### src/rtl/pe_array_pkg.sv
`default_nettype none
// ============================================================================
// Module   : pe_array_pkg
// Brief    : Shared sizes, FP16 constants, FSM state type and config clamps
//            for the PE output collector.
// Revision : 1.0 - initial release
// ============================================================================
package pe_array_pkg;

  localparam int DATA_WIDTH = 16;
  localparam int MAX_FILTER = 5;

  localparam logic [15:0] ZERO     = 16'h0000;
  localparam logic [15:0] EXP_MASK = 16'h7C00;

  typedef enum logic [1:0] {
    ST_IDLE = 2'd0,
    ST_RUN  = 2'd1,
    ST_DONE = 2'd2
  } state_t;

  function automatic logic [2:0] clamp_filter(input logic [2:0] fs);
    if (fs == 3'd0) begin
      return 3'd1;
    end else if (fs > 3'(MAX_FILTER)) begin
      return 3'(MAX_FILTER);
    end else begin
      return fs;
    end
  endfunction

  function automatic logic [2:0] clamp_stride(input logic [2:0] st);
    return (st == 3'd0) ? 3'd1 : st;
  endfunction

endpackage
`default_nettype wire

### src/rtl/pe_out_fifo.sv
`default_nettype none
// ============================================================================
// Module   : pe_out_fifo
// Brief    : Synchronous FIFO (power-of-two depth >= 2); a push while full is
//            accepted only when a pop happens in the same cycle.
// Revision : 1.0 - initial release
// ============================================================================
module pe_out_fifo #(
  parameter int WIDTH = 16,
  parameter int DEPTH = 8
) (
  input  logic             clk,
  input  logic             reset,
  input  logic             push,
  input  logic [WIDTH-1:0] push_data,
  input  logic             pop,
  output logic [WIDTH-1:0] head,
  output logic             full,
  output logic             empty
);

  localparam int               c_AW   = $clog2(DEPTH);
  localparam logic [c_AW:0]    c_FULL = (c_AW + 1)'(DEPTH);

  logic [WIDTH-1:0] r_mem [DEPTH];
  logic [c_AW-1:0]  r_wr_ptr;
  logic [c_AW-1:0]  r_rd_ptr;
  logic [c_AW:0]    r_count;
  logic             w_do_push;
  logic             w_do_pop;

  assign empty     = (r_count == '0);
  assign full      = (r_count == c_FULL);
  assign w_do_pop  = pop && !empty;
  assign w_do_push = push && (!full || w_do_pop);
  assign head      = empty ? '0 : r_mem[r_rd_ptr];

  always_ff @(posedge clk) begin
    if (w_do_push) begin
      r_mem[r_wr_ptr] <= push_data;
    end
  end

  always_ff @(posedge clk or negedge reset) begin
    if (!reset) begin
      r_wr_ptr <= '0;
      r_rd_ptr <= '0;
      r_count  <= '0;
    end else begin
      if (w_do_push) begin
        r_wr_ptr <= r_wr_ptr + 1'b1;
      end
      if (w_do_pop) begin
        r_rd_ptr <= r_rd_ptr + 1'b1;
      end
      case ({w_do_push, w_do_pop})
        2'b10:   r_count <= r_count + 1'b1;
        2'b01:   r_count <= r_count - 1'b1;
        default: r_count <= r_count;
      endcase
    end
  end

endmodule
`default_nettype wire

### src/rtl/pe_out_collector.sv
`default_nettype none
// ============================================================================
// Module   : pe_out_collector
// Brief    : Tags PE array inputs, keeps post-warm-up strided results and
//            buffers them in a FIFO. Optional ReLU via PE_OUT_RELU_EN.
// Revision : 1.0 - initial release
// ============================================================================
module pe_out_collector #(
  parameter int DATA_WIDTH = pe_array_pkg::DATA_WIDTH,
  parameter int PE_LATENCY = 3,
  parameter int FIFO_DEPTH = 8
) (
  input  logic                  clk,
  input  logic                  reset,
  input  logic                  start,
  input  logic [2:0]            filter_size,
  input  logic [2:0]            stride,
  input  logic [7:0]            row_len,
  input  logic                  in_valid,
  input  logic [DATA_WIDTH-1:0] PE_Array_out,
  output logic [DATA_WIDTH-1:0] out_data,
  output logic                  out_valid,
  input  logic                  out_ready,
  output logic                  row_done,
  output logic                  overflow,
  output logic                  busy
);

  import pe_array_pkg::*;

  state_t                r_state;
  logic [2:0]            r_fs_m1;
  logic [2:0]            r_stride;
  logic [7:0]            r_row_len;
  logic [7:0]            r_in_cnt;
  logic [7:0]            r_out_cnt;
  logic [2:0]            r_phase;
  logic [PE_LATENCY-1:0] r_tag_pipe;
  logic                  r_row_done;
  logic                  r_busy;
  logic                  r_overflow;

  logic                  w_tag_in;
  logic                  w_tag_out;
  logic                  w_warm_done;
  logic                  w_keep;
  logic                  w_full;
  logic                  w_empty;
  logic                  w_pop;
  logic [DATA_WIDTH-1:0] w_push_data;

  assign w_tag_in    = (r_state == ST_RUN) && in_valid && (r_in_cnt < r_row_len);
  assign w_tag_out   = (r_state == ST_RUN) && r_tag_pipe[PE_LATENCY-1];
  assign w_warm_done = (r_out_cnt >= {5'd0, r_fs_m1});
  assign w_keep      = w_tag_out && w_warm_done && (r_phase == 3'd0);
  assign w_pop       = !w_empty && out_ready;

`ifdef PE_OUT_RELU_EN
  logic w_is_nan;
  assign w_is_nan    = ((PE_Array_out & EXP_MASK) == EXP_MASK) && (PE_Array_out[9:0] != 10'd0);
  assign w_push_data = (PE_Array_out[DATA_WIDTH-1] && !w_is_nan) ? ZERO : PE_Array_out;
`else
  assign w_push_data = PE_Array_out;
`endif

  // Tag pipe mirrors the PE array latency so a tag exits with its result.
  generate
    if (PE_LATENCY > 1) begin : g_tag_shift
      always_ff @(posedge clk or negedge reset) begin
        if (!reset) begin
          r_tag_pipe <= '0;
        end else begin
          r_tag_pipe <= {r_tag_pipe[PE_LATENCY-2:0], w_tag_in};
        end
      end
    end else begin : g_tag_single
      always_ff @(posedge clk or negedge reset) begin
        if (!reset) begin
          r_tag_pipe <= '0;
        end else begin
          r_tag_pipe <= w_tag_in;
        end
      end
    end
  endgenerate

  always_ff @(posedge clk or negedge reset) begin
    if (!reset) begin
      r_state    <= ST_IDLE;
      r_fs_m1    <= 3'd0;
      r_stride   <= 3'd1;
      r_row_len  <= 8'd0;
      r_in_cnt   <= 8'd0;
      r_out_cnt  <= 8'd0;
      r_phase    <= 3'd0;
      r_row_done <= 1'b0;
      r_busy     <= 1'b0;
    end else begin
      case (r_state)
        ST_IDLE: begin
          r_row_done <= 1'b0;
          if (start) begin
            r_fs_m1   <= clamp_filter(filter_size) - 3'd1;
            r_stride  <= clamp_stride(stride);
            r_row_len <= row_len;
            r_in_cnt  <= 8'd0;
            r_out_cnt <= 8'd0;
            r_phase   <= 3'd0;
            r_busy    <= 1'b1;
            r_state   <= ST_RUN;
          end
        end
        ST_RUN: begin
          if (w_tag_in) begin
            r_in_cnt <= r_in_cnt + 8'd1;
          end
          if (w_tag_out) begin
            r_out_cnt <= r_out_cnt + 8'd1;
            // Phase only advances once warm-up is over; replaces a modulo.
            if (w_warm_done) begin
              r_phase <= (r_phase == r_stride - 3'd1) ? 3'd0 : r_phase + 3'd1;
            end
          end
          if (r_out_cnt == r_row_len) begin
            r_row_done <= 1'b1;
            r_state    <= ST_DONE;
          end
        end
        ST_DONE: begin
          r_row_done <= 1'b0;
          r_busy     <= 1'b0;
          r_state    <= ST_IDLE;
        end
        default: begin
          r_row_done <= 1'b0;
          r_busy     <= 1'b0;
          r_state    <= ST_IDLE;
        end
      endcase
    end
  end

  always_ff @(posedge clk or negedge reset) begin
    if (!reset) begin
      r_overflow <= 1'b0;
    end else if (w_keep && w_full && !w_pop) begin
      r_overflow <= 1'b1;
    end
  end

  pe_out_fifo #(
    .WIDTH (DATA_WIDTH),
    .DEPTH (FIFO_DEPTH)
  ) u_fifo (
    .clk       (clk),
    .reset     (reset),
    .push      (w_keep),
    .push_data (w_push_data),
    .pop       (w_pop),
    .head      (out_data),
    .full      (w_full),
    .empty     (w_empty)
  );

  assign out_valid = !w_empty;
  assign row_done  = r_row_done;
  assign busy      = r_busy;
  assign overflow  = r_overflow;

endmodule
`default_nettype wire

### config.mk
export PLATFORM = sky130hd
export DESIGN_NAME = pe_out_collector
export DESIGN_NICKNAME = d
export VERILOG_FILES = /design/src/rtl/pe_array_pkg.sv /design/src/rtl/pe_out_fifo.sv /design/src/rtl/pe_out_collector.sv
export SDC_FILE = /design/constraint.sdc
export NUM_CORES = 1
export LEC_CHECK = 0
export CELL_PAD_IN_SITES_DETAIL_PLACEMENT = 1
export CELL_PAD_IN_SITES_GLOBAL_PLACEMENT = 2
export CORE_MARGIN = 10
export CORE_UTILIZATION = 39
export CTS_BUF_LIST = sky130_fd_sc_hd__clkbuf_8 sky130_fd_sc_hd__clkbuf_16
export CTS_CLUSTER_DIAMETER = 120
export CTS_CLUSTER_SIZE = 16
export DETAILED_ROUTE_END_ITERATION = 10
export PLACE_DENSITY = 0.8
export SLEW_MARGIN = 20
export SYNTH_ARGS = -nofsm -noshare
export SYNTH_HDL_FRONTEND = slang
export SYNTH_SLANG_ARGS = --single-unit
### constraint.sdc
create_clock -name clk -period 3.2 [get_ports clk]
set_input_delay 0.64 -clock clk [delete_from_list [all_inputs] [get_ports clk]]
set_output_delay 0.64 -clock clk [all_outputs]
set_load 0.005 [all_outputs]
==> results of run 1 <==
==> final timing paths <==
kind                                       to  slack [ns]  cells past startpoint               start
hold reg to reg                 r_tag_pipe[1]        0.36                      0       r_tag_pipe[0]
max in group asynchronous  u_fifo.r_rd_ptr[0]        2.36                      2               reset
min in group clk                r_tag_pipe[1]        0.36                      0       r_tag_pipe[0]
setup / recovery                  out_data[0]        0.21                      5  u_fifo.r_rd_ptr[0]
setup reg to reg            u_fifo.r_count[2]        0.57                     11        r_out_cnt[2]
hold / removal                     r_phase[0]        0.33                      2               reset
==> per-layer routing <==
metal	vias to the layer above	wire [µm]	GRT usage
li1	1997	-	-
met1	2235	7210	0.161
met2	63	8620	0.234
met3	15	525	0.0352
met4	0	177	0.0351
met5	-	0	0
==> layout make-up <==
class                      count  area [µm²]
timing repair buffer          80         756
inverter                      21        78.8
tap                          265         332
sequential                   179        5120
fill                        1913       10100
clock inverter                15         181
multi-input combinational    267        2410
clock buffer                  17         425
==> sequential cells by signal (all words and copies together), names as in the netlist, 2 cells and up <==
register         cells
u_fifo.r_wr_ptr      3
r_stride             3
r_phase              3
u_fifo.r_count       4
r_tag_pipe           3
r_fs_m1              3
r_row_len            8
r_in_cnt             8
u_fifo.r_mem       128
r_state              2
r_out_cnt            8
u_fifo.r_rd_ptr      3
==> cell usage in the layout (no fill, tap or decap), types with 3 or more instances in the layout <==
| cell type | n |
|---|---|
| sky130_fd_sc_hd__edfxtp_1 | 128 |
| sky130_fd_sc_hd__clkdlybuf4s50_1 | 53 |
| sky130_fd_sc_hd__dfrtp_1 | 49 |
| sky130_fd_sc_hd__nor2_1 | 34 |
| sky130_fd_sc_hd__mux4_2 | 32 |
| sky130_fd_sc_hd__nand2_1 | 31 |
| sky130_fd_sc_hd__buf_4 | 24 |
| sky130_fd_sc_hd__o21ai_0 | 22 |
| sky130_fd_sc_hd__inv_1 | 21 |
| sky130_fd_sc_hd__ha_1 | 21 |
| sky130_fd_sc_hd__mux2i_1 | 17 |
| sky130_fd_sc_hd__xnor2_1 | 17 |
| sky130_fd_sc_hd__clkbuf_16 | 17 |
| sky130_fd_sc_hd__a21oi_1 | 11 |
| sky130_fd_sc_hd__xor2_1 | 11 |
| sky130_fd_sc_hd__nand2b_1 | 6 |
| sky130_fd_sc_hd__nand4_1 | 6 |
| sky130_fd_sc_hd__mux2_2 | 6 |
| sky130_fd_sc_hd__nand3_1 | 5 |
| sky130_fd_sc_hd__inv_6 | 5 |
| sky130_fd_sc_hd__nand3b_1 | 4 |
| sky130_fd_sc_hd__nor4b_2 | 4 |
| sky130_fd_sc_hd__nor2b_1 | 3 |
| sky130_fd_sc_hd__a22o_1 | 3 |
| sky130_fd_sc_hd__inv_8 | 3 |
| sky130_fd_sc_hd__clkinv_8 | 3 |
==> cell families (layout without fill, tap and decap cells) <==
family                     count (synthesis)  in the layout
DFF                                      179            179
and+or+nand+nor                          110            110
muxes                                     55             55
AOI/OAI and AO/OA                         53             53
buffers and inverters                     42            133
xor gates and xnor gates                  28             28
adders and majority gates                 21             21
==> through the flow <==
step | cells | util | hold slack (ns) | instance area, µm²
3_3_place_gp | 812 | 0.448 | 0.340 | 8700
5_1_grt | 844 | 0.480 | 0.377 | 9300
6_report | 844 | 0.480 | 0.332 | 9300
3_5_place_dp | 812 | 0.448 | 0.339 | 8700
4_1_cts | 844 | 0.480 | 0.356 | 9300
2_1_floorplan | 488 | - | 0.331 | 7660
==> power by group <==
group | internal, mW | switching, mW
registers | 2.86 | 0.381
logic | 1.53 | 1.38
clock network | 1.12 | 0.973
total | 5.51 | 2.74
==> results.tsv, run 1 <==
stage	metric	value	unit
status	run_status	complete, no violations	
drt	post_drt_wl_per_cell	19.6	µm
synthesis	synth_sequential_area_ratio	0.669	
timing	unrepaired_setup_endpoints_after_global_routing	no	
drt	wirelength	16.5	mm
synthesis	synth_top_flop_cell	sky130_fd_sc_hd__edfxtp_1	
synthesis	yosys-mux-area-fraction	0.125	
timing	worst_slew_margin_rel	0.539	
clock_tree	cts_made_buffers	17	
clock_tree	h-tree-depth	4	
worst_setup_path	startpoint_type	register	
synthesis	netlist.area_leader.share	0.502	
placement	finalWeightedCongestion	0.752	
timing	timing.final.hold_violations	0	
synthesis	combinational_family_with_the_most_area_after_synthesis	multiplexers	
die	floorplan.initialDensity	0.395	
synthesis	synth-compound-area-share	0.0428	
clock_tree	cts-hold-fix-buffers	0	
final_layout	syn_to_final_growth	21.4	%
synthesis	yosys.area.top_type	sky130_fd_sc_hd__edfxtp_1	
worst_setup_path	setup.worst_path.class	reg2out	
synthesis	synth_most_common_cell	sky130_fd_sc_hd__edfxtp_1	
synthesis	ys.warnings.count	0	
clock_tree	worst_skew_pair.late_latency	0.43	ns
synthesis	count_of_unique_library_cells_instantiated_by_yosys	49	
drt	postRouteAntennaNets	0	
power_and_ir_drop	report.power.total	8.25	mW
global_routing	grt_antenna_before_repair	1	
global_routing	first_global_vias	4960	
global_routing	grt.overflow.total	0	
drt	drc	0	
synthesis	syn_nets	544	
drt	first_pass_iters	4	
global_routing	grt_max_degree	52	
timing	setup_viols_final	0	
synthesis	synth.avg_cell_area	15.7	µm²
drt	route.vias.total	4310	
final_layout	drive_gt1_frac	0.197	
die	fp.coreArea	19400	µm²
timing	finalCriticalPeriod	2.99	ns
die	die_height	160	µm
synthesis	synth_edf_count	128	
flow_run	max-cap-violations	0	
synthesis	synth-xor-area-share	0.0320	
timing	clock_skew	0.0135	ns
global_routing	global_route.usage.total	0.134	
timing	report.final.slew_viol_count	0	
clock_tree	clkSinkCount	179	
drt	avgViaCountPerCell	5.11	
synthesis	post_synth_fa_ha_maj_area_fraction	0.0343	
die	die_w	160	µm
synthesis	synth.cell_area	7660	µm²
timing	min_period_over_period	0.934	
worst_setup_path	path_max_fanout	34	
power_and_ir_drop	vdd.ir_drop.worst	450	µV
timing	max_freq	335	MHz
clock_tree	cts-root-buf	sky130_fd_sc_hd__clkbuf_16	
global_routing	grt_pass1_wl	27.3	mm
clock_tree	tritoncts	yes	
synthesis	postSynth.asyncResetShare	0.285	
placement	port_buffers	54	
timing	setup-tns-final	0	ns
power_and_ir_drop	leakagePower	3.41	nW
worst_setup_path	timing.critical_path.slowest_cell_delay	0.53	ns
worst_setup_path	path_cells	buf_12, mux4_2, mux2i_1, nor2_1, clkdlybuf4s50_1	
die	io-pin-count	55	
placement	place_hpwl	11.1	mm
final_layout	layout.nets	622	
drt	detail_route.iter0.violations	198	
clock_tree	cts_resized	0	
worst_setup_path	critical_path_arrival	2.35	ns
synthesis	postSynthRegisterBits	179	
worst_setup_path	slowest_cp_cell	sky130_fd_sc_hd__mux4_2	
worst_setup_path	worst-path-buf-inv	2	
synthesis	post_synthesis_share_of_cell_area_spent_on_and_or_nand_and_nor_gates	0.0732	
clock_tree	clock_tree.buffer_depth	2	
synthesis	synth.area.top_cells	sky130_fd_sc_hd__edfxtp_1 (50%), sky130_fd_sc_hd__dfrtp_1 (16%), sky130_fd_sc_hd__mux4_2 (9.4%)	
timing	worst_slack	0.211	ns
synthesis	synth_cells	488	
clock_tree	clkTransAtPathRegs	0.07	ns
timing	tightestPinTransition	0.692	ns
power_and_ir_drop	power.density_cell_area	887	nW/µm²
clock_tree	postCtsSetupBuffers	0	
worst_setup_path	critical-path-top-delay-family	buffers and inverters	
placement	pre_cts_slack	0.481	ns
synthesis	synth.top_cells.by_count	sky130_fd_sc_hd__edfxtp_1 (128), sky130_fd_sc_hd__dfrtp_1 (50), sky130_fd_sc_hd__nor2_1 (34), sky130_fd_sc_hd__mux4_2 (32), sky130_fd_sc_hd__nand2_1 (31)	
worst_setup_path	crit_required	2.56	ns
min_path	min_path_type	in2async	
worst_setup_path	endpoint_kind	primary output	
die	placementRows	51	
die	fp.dieArea	25600	µm²
final_layout	n_antenna_cell	0	
(Power assumes the default switching activity.)
==> run 2: changes to the inputs <==
==> constraint.sdc (replaced) <==
create_clock -name clk -period 3.2 [get_ports clk]
set_input_delay 0.32 -clock clk [delete_from_list [all_inputs] [get_ports clk]]
set_output_delay 0.32 -clock clk [all_outputs]
set_load 0.005 [all_outputs]
==> results.tsv, run 2 (synthesis results as in run 1) <==
stage	metric	value	unit
power_and_ir_drop	report.power.total	8.20	mW
drt	postRouteAntennaNets	0	
worst_setup_path	path_max_fanout	15	
final_layout	layout.cell_area.non_filler	9230	µm²
global_routing	global_route.usage.total	0.134	
power_and_ir_drop	clockPowerShare	0.252	
die	fp.dieArea	25600	µm²
flow_run	max-cap-violations	0	
clock_tree	cts-root-buf	sky130_fd_sc_hd__clkbuf_16	
status	run_status	complete, no violations	
drt	drc	0	
final_layout	number_of_fill_cells	1941	
final_layout	syn_to_final_growth	20.5	%
worst_setup_path	endpoint_kind	primary output	
final_layout	ff_latch_area	5120	µm²
die	floorplan.initialDensity	0.395	
placement	detailed_place.area	8640	µm²
timing	min_period_over_period	0.933	
final_layout	top_register	u_fifo.r_mem	
clock_tree	clkTransAtPathRegs	0.07	ns
final_layout	layout.nets	617	
clock_tree	clock_tree.buffer_depth	2	
final_layout	fin_util	0.476	
timing	finalCriticalPeriod	2.98	ns
placement	port_buffers	54	
power_and_ir_drop	power.density_cell_area	888	nW/µm²
placement	finalWeightedCongestion	0.805	
worst_setup_path	path_cells	buf_4, mux4_2, mux2i_1, nor2_1, clkdlybuf4s50_1	
timing	unrepaired_setup_endpoints_after_global_routing	no	
power_and_ir_drop	leakagePower	3.37	nW
power_and_ir_drop	net-switching-power	2.66	mW
timing	max_freq	335	MHz
timing	clock_skew	0.0106	ns
die	io-pin-count	55	
drt	detail_route.iter0.violations	198	
worst_setup_path	slowest_cp_cell	sky130_fd_sc_hd__dfrtp_2	
drt	wirelength	16.6	mm
drt	first_pass_iters	4	
worst_setup_path	worstReg2RegStart	r_out_cnt[0]	
global_routing	first_global_vias	4833	
min_path	worst_hold_startpoint	r_tag_pipe[0]	
power_and_ir_drop	combPwrFrac	0.345	
die	fp.coreArea	19400	µm²
final_layout	layout_commonest_cell	sky130_fd_sc_hd__edfxtp_1	
global_routing	grt_max_degree	30	
drt	post_drt_wl_per_cell	19.9	µm
die	placementRows	51	
final_layout	n_antenna_cell	0	
clock_tree	h-tree-depth	4	
worst_setup_path	critical-path-top-delay-family	buffers and inverters	
global_routing	grt.overflow.total	0	
worst_setup_path	worst-path-buf-inv	2	
timing	report.final.slew_viol_count	0	
worst_setup_path	setup.worst_path.class	reg2out	
drt	route.vias.total	4299	
clock_tree	worst_skew_pair.late_latency	0.43	ns
final_layout	drive_gt1_frac	0.182	
power_and_ir_drop	relative_contribution_of_sequential_cells_to_total_power	0.403	
timing	tightestPinTransition	0.686	ns
power_and_ir_drop	vdd.ir_drop.worst	438	µV
worst_setup_path	timing.critical_path.slowest_cell_delay	0.70	ns
power_and_ir_drop	p_int	5.53	mW
power_and_ir_drop	power.share.switching	0.325	
timing	fin_hold_ws	0.354	ns
final_layout	largest_register_ff_count	128	
min_path	min_path_type	reg2reg	
placement	pre_cts_slack	0.478	ns
clock_tree	tritoncts	yes	
global_routing	grt_pass1_wl	27.0	mm
clock_tree	cts_resized	0	
drt	avgViaCountPerCell	5.13	
timing	setup_viols_final	0	
worst_setup_path	startpoint_type	register	
worst_setup_path	worst_setup_path_startpoint	u_fifo.r_rd_ptr[0]	
clock_tree	cts_made_buffers	17	
die	die_height	160	µm
timing	worst_slack	0.216	ns
timing	timing.final.hold_violations	0	
global_routing	grt_antenna_before_repair	0	
die	die_w	160	µm
worst_setup_path	critical_path_arrival	2.66	ns
worst_setup_path	crit_required	2.88	ns
final_layout	commonest_cells_after_routing_fill_and_taps_aside	sky130_fd_sc_hd__edfxtp_1 (128), sky130_fd_sc_hd__clkdlybuf4s50_1 (53), sky130_fd_sc_hd__dfrtp_1 (49)	
timing	worst_slew_margin_rel	0.540	
placement	place_hpwl	11.0	mm
final_layout	multi_input_comb_area	2410	µm²
clock_tree	clkSinkCount	179	
==> run 2: power by group through the flow <==
stage / clock network, mW / logic, mW / registers, mW
after CTS: 2.13 / 2.89 / 3.31
after global routing: 2.22 / 3.15 / 3.37
final: 2.07 / 2.83 / 3.30
after detailed placement: 0 / 2.86 / 3.35
after floorplan: 0 / 1.96 / 3.14
after global placement: 0 / 2.75 / 3.32
==> run 2: layout make-up <==
| class | count | share of cell area |
|---|---|---|
| Sequential cell | 179 | 0.555 |
| Multi-Input combinational cell | 267 | 0.261 |
| Clock buffer | 17 | 0.0461 |
| Clock inverter | 14 | 0.0165 |
| Inverter | 21 | 0.00854 |
| Tap cell | 265 | 0.0359 |
| Timing Repair Buffer | 75 | 0.0768 |
==> run 2: timing repair <==
action,in CTS,in global routing
hold buffers,1,0
hold endpoints to repair,21,0
endpoints found under the setup margin,0,0
buffers inserted,0,0
==> run 2: path summary, 6_finish.rpt <==
check	end	slack (ns)	depth (start not counted)
max	out_data[6]	0.22	5
min	r_tag_pipe[1]	0.35	0
max reg2reg	u_fifo.r_mem[7][6]	0.43	8
min reg2reg	r_tag_pipe[1]	0.35	0
max in group asynchronous	u_fifo.r_rd_ptr[0]	1.94	3
min in group asynchronous	r_tag_pipe[0]	0.43	2
==> run 2: layer usage <==
metal  vias to the layer above  GRT usage  routed length (µm)
met4                         0     0.0388                 157
li1                       1979          -                   -
met5                         -          0                   0
met3                        14     0.0396                 586
met1                      2243      0.157                7170
met2                        63      0.232                8730
==> run 2: per-stage QoR <==
stage	TNS (ns)	instances
after floorplan	-25.22	488
after global placement	0	806
after detailed placement	0	806
after CTS	0	838
after global routing	0	838
final	0	838
